[src/rtl/cache_burst_ctrl_pkg.sv]
// Shared cvw types for the cache line burst controller:
// burst FSM states and cache request encodings.
package cvw;

  typedef enum logic [1:0] {
    IDLE,
    WRITEBACK,
    FETCH,
    DONE
  } busState_t;

  localparam logic [1:0] BUSRW_FETCH     = 2'b10;
  localparam logic [1:0] BUSRW_WRITEBACK = 2'b01;

endpackage

[src/rtl/cache_burst_ctrl_beatcounter.sv]
// Beat index counter for a cache line burst.
// Synchronous clear wins over enable; last flags the final beat.
module beatcounter #(
  parameter int W = 3
) (
  input  logic         clk,
  input  logic         clr,
  input  logic         en,
  output logic [W-1:0] count,
  output logic         last
);

  always_ff @(posedge clk) begin
    if (clr)     count <= '0;
    else if (en) count <= count + 1'b1;
  end

  assign last = &count;

endmodule

[src/rtl/cache_burst_ctrl.sv]
// Cache line burst controller: writeback and/or fetch of one line.
// Define CACHE_BURST_BUSERR_EN to add BusErr / CacheBusErr.
module cache_burst_ctrl
  import cvw::*;
#(
  parameter int PA_BITS = 56,
  parameter int LINELEN = 512,
  parameter int BEATLEN = 64,
  localparam int BEATSPERLINE = LINELEN / BEATLEN,
  localparam int LOGBWPL = $clog2(BEATSPERLINE)
) (
  input  logic               clk,
  input  logic               reset,
  input  logic [1:0]         CacheBusRW,
  input  logic [PA_BITS-1:0] CacheBusAdr,
  input  logic [LINELEN-1:0] ReadDataLine,
  input  logic               FlushStage,
  output logic               CacheBusAck,
  output logic               SelBusBeat,
  output logic [LOGBWPL-1:0] BeatCount,
  output logic [LINELEN-1:0] FetchBuffer,
  output logic               BusReq,
  output logic               BusWrite,
  output logic [PA_BITS-1:0] BusAdr,
  output logic [BEATLEN-1:0] BusWData,
  input  logic [BEATLEN-1:0] BusRData,
`ifdef CACHE_BURST_BUSERR_EN
  input  logic               BusErr,
  output logic               CacheBusErr,
`endif
  input  logic               BusReady
);

  localparam int BYTESHIFT = $clog2(BEATLEN / 8);

  busState_t state, nextState;
  logic [PA_BITS-1:0] adrLatch;
  logic fetchFlag, wbFlag;
  logic busy, lastBeat, errEnd;
  logic beatEn, beatClr, start;

  assign busy  = (state == WRITEBACK) || (state == FETCH);
  assign start = (state == IDLE) && (nextState != IDLE);

`ifdef CACHE_BURST_BUSERR_EN
  logic errSeen;

  assign errEnd = busy && BusReady && BusErr;

  always_ff @(posedge clk) begin
    if (!reset)                errSeen <= 1'b0;
    else if (errEnd)           errSeen <= 1'b1;
    else if (state == IDLE)    errSeen <= 1'b0;
  end

  assign CacheBusErr = (state == DONE) && errSeen;
`else
  assign errEnd = 1'b0;
`endif

  // an errored beat ends the burst, so restart the index at zero
  assign beatEn  = busy && BusReady;
  assign beatClr = !reset || !busy || errEnd;

  beatcounter #(.W(LOGBWPL)) u_beatcounter (
    .clk   (clk),
    .clr   (beatClr),
    .en    (beatEn),
    .count (BeatCount),
    .last  (lastBeat)
  );

  always_ff @(posedge clk) begin
    if (!reset) state <= IDLE;
    else        state <= nextState;
  end

  always_comb begin
    nextState = state;
    unique case (state)
      IDLE:
        if (CacheBusRW != 2'b00 && !FlushStage)
          nextState = |(CacheBusRW & BUSRW_WRITEBACK) ? WRITEBACK : FETCH;
      WRITEBACK:
        if (errEnd)
          nextState = DONE;
        else if (BusReady && lastBeat)
          nextState = fetchFlag ? FETCH : DONE;
      FETCH:
        if (errEnd || (BusReady && lastBeat))
          nextState = DONE;
      DONE:
        nextState = IDLE;
      default:
        nextState = IDLE;
    endcase
  end

  always_ff @(posedge clk) begin
    if (!reset) begin
      adrLatch    <= '0;
      fetchFlag   <= 1'b0;
      wbFlag      <= 1'b0;
      FetchBuffer <= '0;
    end else begin
      if (start) begin
        adrLatch  <= CacheBusAdr;
        fetchFlag <= |(CacheBusRW & BUSRW_FETCH);
        wbFlag    <= |(CacheBusRW & BUSRW_WRITEBACK);
      end
      if (state == FETCH && BusReady && !errEnd)
        FetchBuffer[BeatCount*BEATLEN +: BEATLEN] <= BusRData;
    end
  end

  assign BusReq      = busy;
  assign SelBusBeat  = busy;
  assign BusWrite    = (state == WRITEBACK) && wbFlag;
  assign CacheBusAck = (state == DONE);
  assign BusAdr      = adrLatch + (PA_BITS'(BeatCount) << BYTESHIFT);
  assign BusWData    = BusWrite ? ReadDataLine[BeatCount*BEATLEN +: BEATLEN]
                                : '0;

endmodule

[config.mk]
export PLATFORM = sky130hd
export DESIGN_NAME = cache_burst_ctrl
export DESIGN_NICKNAME = d
export VERILOG_FILES = /design/src/rtl/cache_burst_ctrl_pkg.sv /design/src/rtl/cache_burst_ctrl_beatcounter.sv /design/src/rtl/cache_burst_ctrl.sv
export SDC_FILE = /design/constraint.sdc
export NUM_CORES = 1
export LEC_CHECK = 0
export ABC_CLOCK_PERIOD_IN_PS = 7000
export BUFFER_PORTS_ARGS = -buffer_cell sky130_fd_sc_hd__buf_2
export CAP_MARGIN = 25
export CORE_AREA = 10 10 484 486
export DETAILED_ROUTE_END_ITERATION = 10
export DIE_AREA = 0 0 494 496
export PLACE_DENSITY_LB_ADDON = 0.05
export SLEW_MARGIN = 20
export SYNTH_ARGS = -nofsm -noshare
export SYNTH_HDL_FRONTEND = slang
export SYNTH_SLANG_ARGS = --single-unit
export TNS_END_PERCENT = 5
[constraint.sdc]
create_clock -name clk -period 7 [get_ports clk]
set_input_delay 1.4 -clock clk [delete_from_list [all_inputs] [get_ports clk]]
set_output_delay 1.4 -clock clk [all_outputs]
set_load 0.03 [all_outputs]
==> metrics.txt <==
status=completed; Slew Limit Fails=0; largest net degree at the start of global routing=182; min Tclk post-route=5.229 ns; R2R setup slack=2.66 ns; Yosys warnings=0; CTS tree=built; clock latency on the worst-skew pair=0.72 ns; Num CTS Buffers=85; CTS Root Cell=clkbuf_16; Top FF cell, synth=dfxtp_1; EDFF count, synth=0; Seq/Total Area, Yosys=0.4187; most common cell after layout, fill and taps aside=buf_2; Placed Instance Area=0.03667 sq mm; setup bufs post-CTS=0; worst reg2reg path endpoint=FetchBuffer[344]; Layout Nets=4,898; die height=496 um; routed wire length=286.7 mm; via/cell ratio=3.953; H-Tree Depth=3; Hold Vio Cnt, Final=0; Setup CP Type=flop to output port; core area=0.2242 sq mm; Total Routing Usage GR=0.2231; largest cells by area after synthesis=dfxtp_1, nand2_1, a21boi_0; RSZ-0062 raised after global routing=false; VDD IR max=0.1699 mV; Syn Nets=3,828; setup violators final=0; Tcrit/Tclk final=0.7469; PwrDens=236.0 mW/mm^2; r2r startpoint=u_beatcounter.count[2]; Clk pin slew, worst setup/hold paths=0.06 ns; Worst Hold Class=flop to flop; share of layout cells above drive strength 1=0.3763; Post-Place Worst Slack=2.291 ns; Worst Path Arrival=3.83 ns; hold_sp=FetchBuffer[473]; Final WS setup=1.771 ns; Mapped Area=0.02749 sq mm; Die ar.=0.2450 sq mm; cells after synthesis=3,177; Pleak=15.95 nW; hold path cells=2; fill count=25,510; syn avg cell area=8.653 sq um; hpwl dp=232.4 mm; GP Congestion=0.9438; worst endpoint required time=5.60 ns; Final ANT Viol Nets=0; Synth top area share=0.4187; Hold EP=FetchBuffer[473]; Die X=494 um; Ports=1,277; CP endpoint kind=output port; commonest cells after routing, fill and taps aside=buf_2, nand2_1, dfxtp_1; CP Launch Type=flop; Post-synth ARST share=0; Residual DRC=0; Wirelength per Cell=38.28 um; R2R depth=9; Netlist cell types=51; Layout Skew=0.06424 ns; global-route wire length before repair=356.4 mm; CTS Hold Bufs=0; Buffers on Ports=1,276; fmax=191.3 MHz; clock buffer depth=3; Starting Density=0.1226; Max Cap Violations=0; initial DRC count=1,709; vias in the first global route=29,980; CTS resizes=0; num rows=174; initial antenna violation count=299; Yosys reg bits=575; Slew headroom=0.2724; cell taking the most area after synthesis=dfxtp_1; Vias=29,610; Worst-Margin Slew=1.091 ns; gr ovfl total=0; Area Growth Syn to Fin=45.63%; Clock Sinks=575; Critical Path Fanout Max=16; setup TNS=0 ns; Final Cell Area=0.04003 sq mm; First-pass DRT Iterations=4
-- sequential cells by signal (all words and copies together), names as in the netlist --
name,flops
wbFlag,1
fetchFlag,1
FetchBuffer,512
u_beatcounter.count,3
state,2
adrLatch,56
-- critical path, cell delays in order, from the launching register on --
cell and delay, ns:
dfxtp_4 0.59, ha_1 0.26, fa_1 0.24, a21oi_1 0.14, nor4b_4 0.62, and3_1 0.56
nand3_1 0.19, xnor2_1 0.29, buf_2 0.26
-- routing by layer --
layer	global-route usage	share of wire	vias to the layer above
li1	-	-	13090
met1	0.2159	0.33	14410
met2	0.4151	0.52	1302
met3	0.1077	0.11	617
met4	0.06959	0.040	190
met5	0	0.0043	-
-- layout make-up --
class                      instances  area [sq um]  area share
clock inverter                    17         266.5    0.006657
timing repair buffer            1319          6854      0.1712
antenna                          186         465.4     0.01163
sequential                       575         11520      0.2878
multi-input combinational       2254         14530      0.3629
inverter                          12         46.29    0.001156
tap                             2992          3744     0.09351
clock buffer                     136          2609     0.06516
-- how the worst max path moves through the flow --
| stage | from | slack (ns) | depth (start not counted) | to |
|---|---|---|---|---|
| 2_1_floorplan | u_beatcounter.count[0] | 3.17 | 8 | BusAdr[53] |
| 3_3_place_gp | u_beatcounter.count[2] | 2.32 | 9 | FetchBuffer[362] |
| 3_5_place_dp | u_beatcounter.count[2] | 2.29 | 9 | FetchBuffer[344] |
| 4_1_cts | u_beatcounter.count[0] | 1.64 | 8 | BusAdr[29] |
| 5_1_grt | u_beatcounter.count[0] | 1.59 | 8 | BusAdr[29] |
| 6_report | u_beatcounter.count[0] | 1.77 | 8 | BusAdr[29] |
-- metrics by stage --
step	std cells	utilization	total power [W]	hold slack [ns]
detailed placement	7151	0.1635	0.005008	0.4425
global placement	7148	0.1632	0.005015	0.4375
CTS	7304	0.1763	0.009699	0.4507
finish	7491	0.1785	0.009446	0.4467
global route	7446	0.1780	0.009834	0.4659
floorplan	3177	-	0.004222	0.4435
-- cell usage after synthesis (3+ instances only) --
library cell and instances:
a21boi_0 477, a21boi_1 93, a21oi_1 70, and2_1 6, and3_1 9, and3_2 3, and3b_1 3, and4_1 6
buf_1 23, buf_2 136, buf_4 21, buf_6 3, clkbuf_1 153, dfxtp_1 575, ha_1 12, inv_1 12
mux4_2 128, nand2_1 1034, nand2_2 3, nand3_1 212, nand3b_1 66, nand4_1 11, nand4_4 3, nor2_1 20
nor2b_1 5, nor3_1 12, nor3b_1 3, xnor2_1 29, xor2_1 21
-- power by group --
group	internal (W)	total, W	switching (W)
registers	0.00335	0.00345	0.000104
clock network	0.00267	0.00455	0.00187
logic	0.000491	0.00145	0.000960
-- logic make-up (layout without fill, tap and decap cells) --
group,Yosys count,after routing,synth area share
buffers and inverters,348,1484,0.05739
xor gates and xnor gates,52,52,0.01711
DFF,575,575,0.4187
adders and majority gates,13,13,0.006190
muxes,130,130,0.1056
and+or+nand+nor,1412,1412,0.2238
AOI/OAI and AO/OA,647,647,0.1711
other,0,186,0
Power figures use the tool's default switching activity.
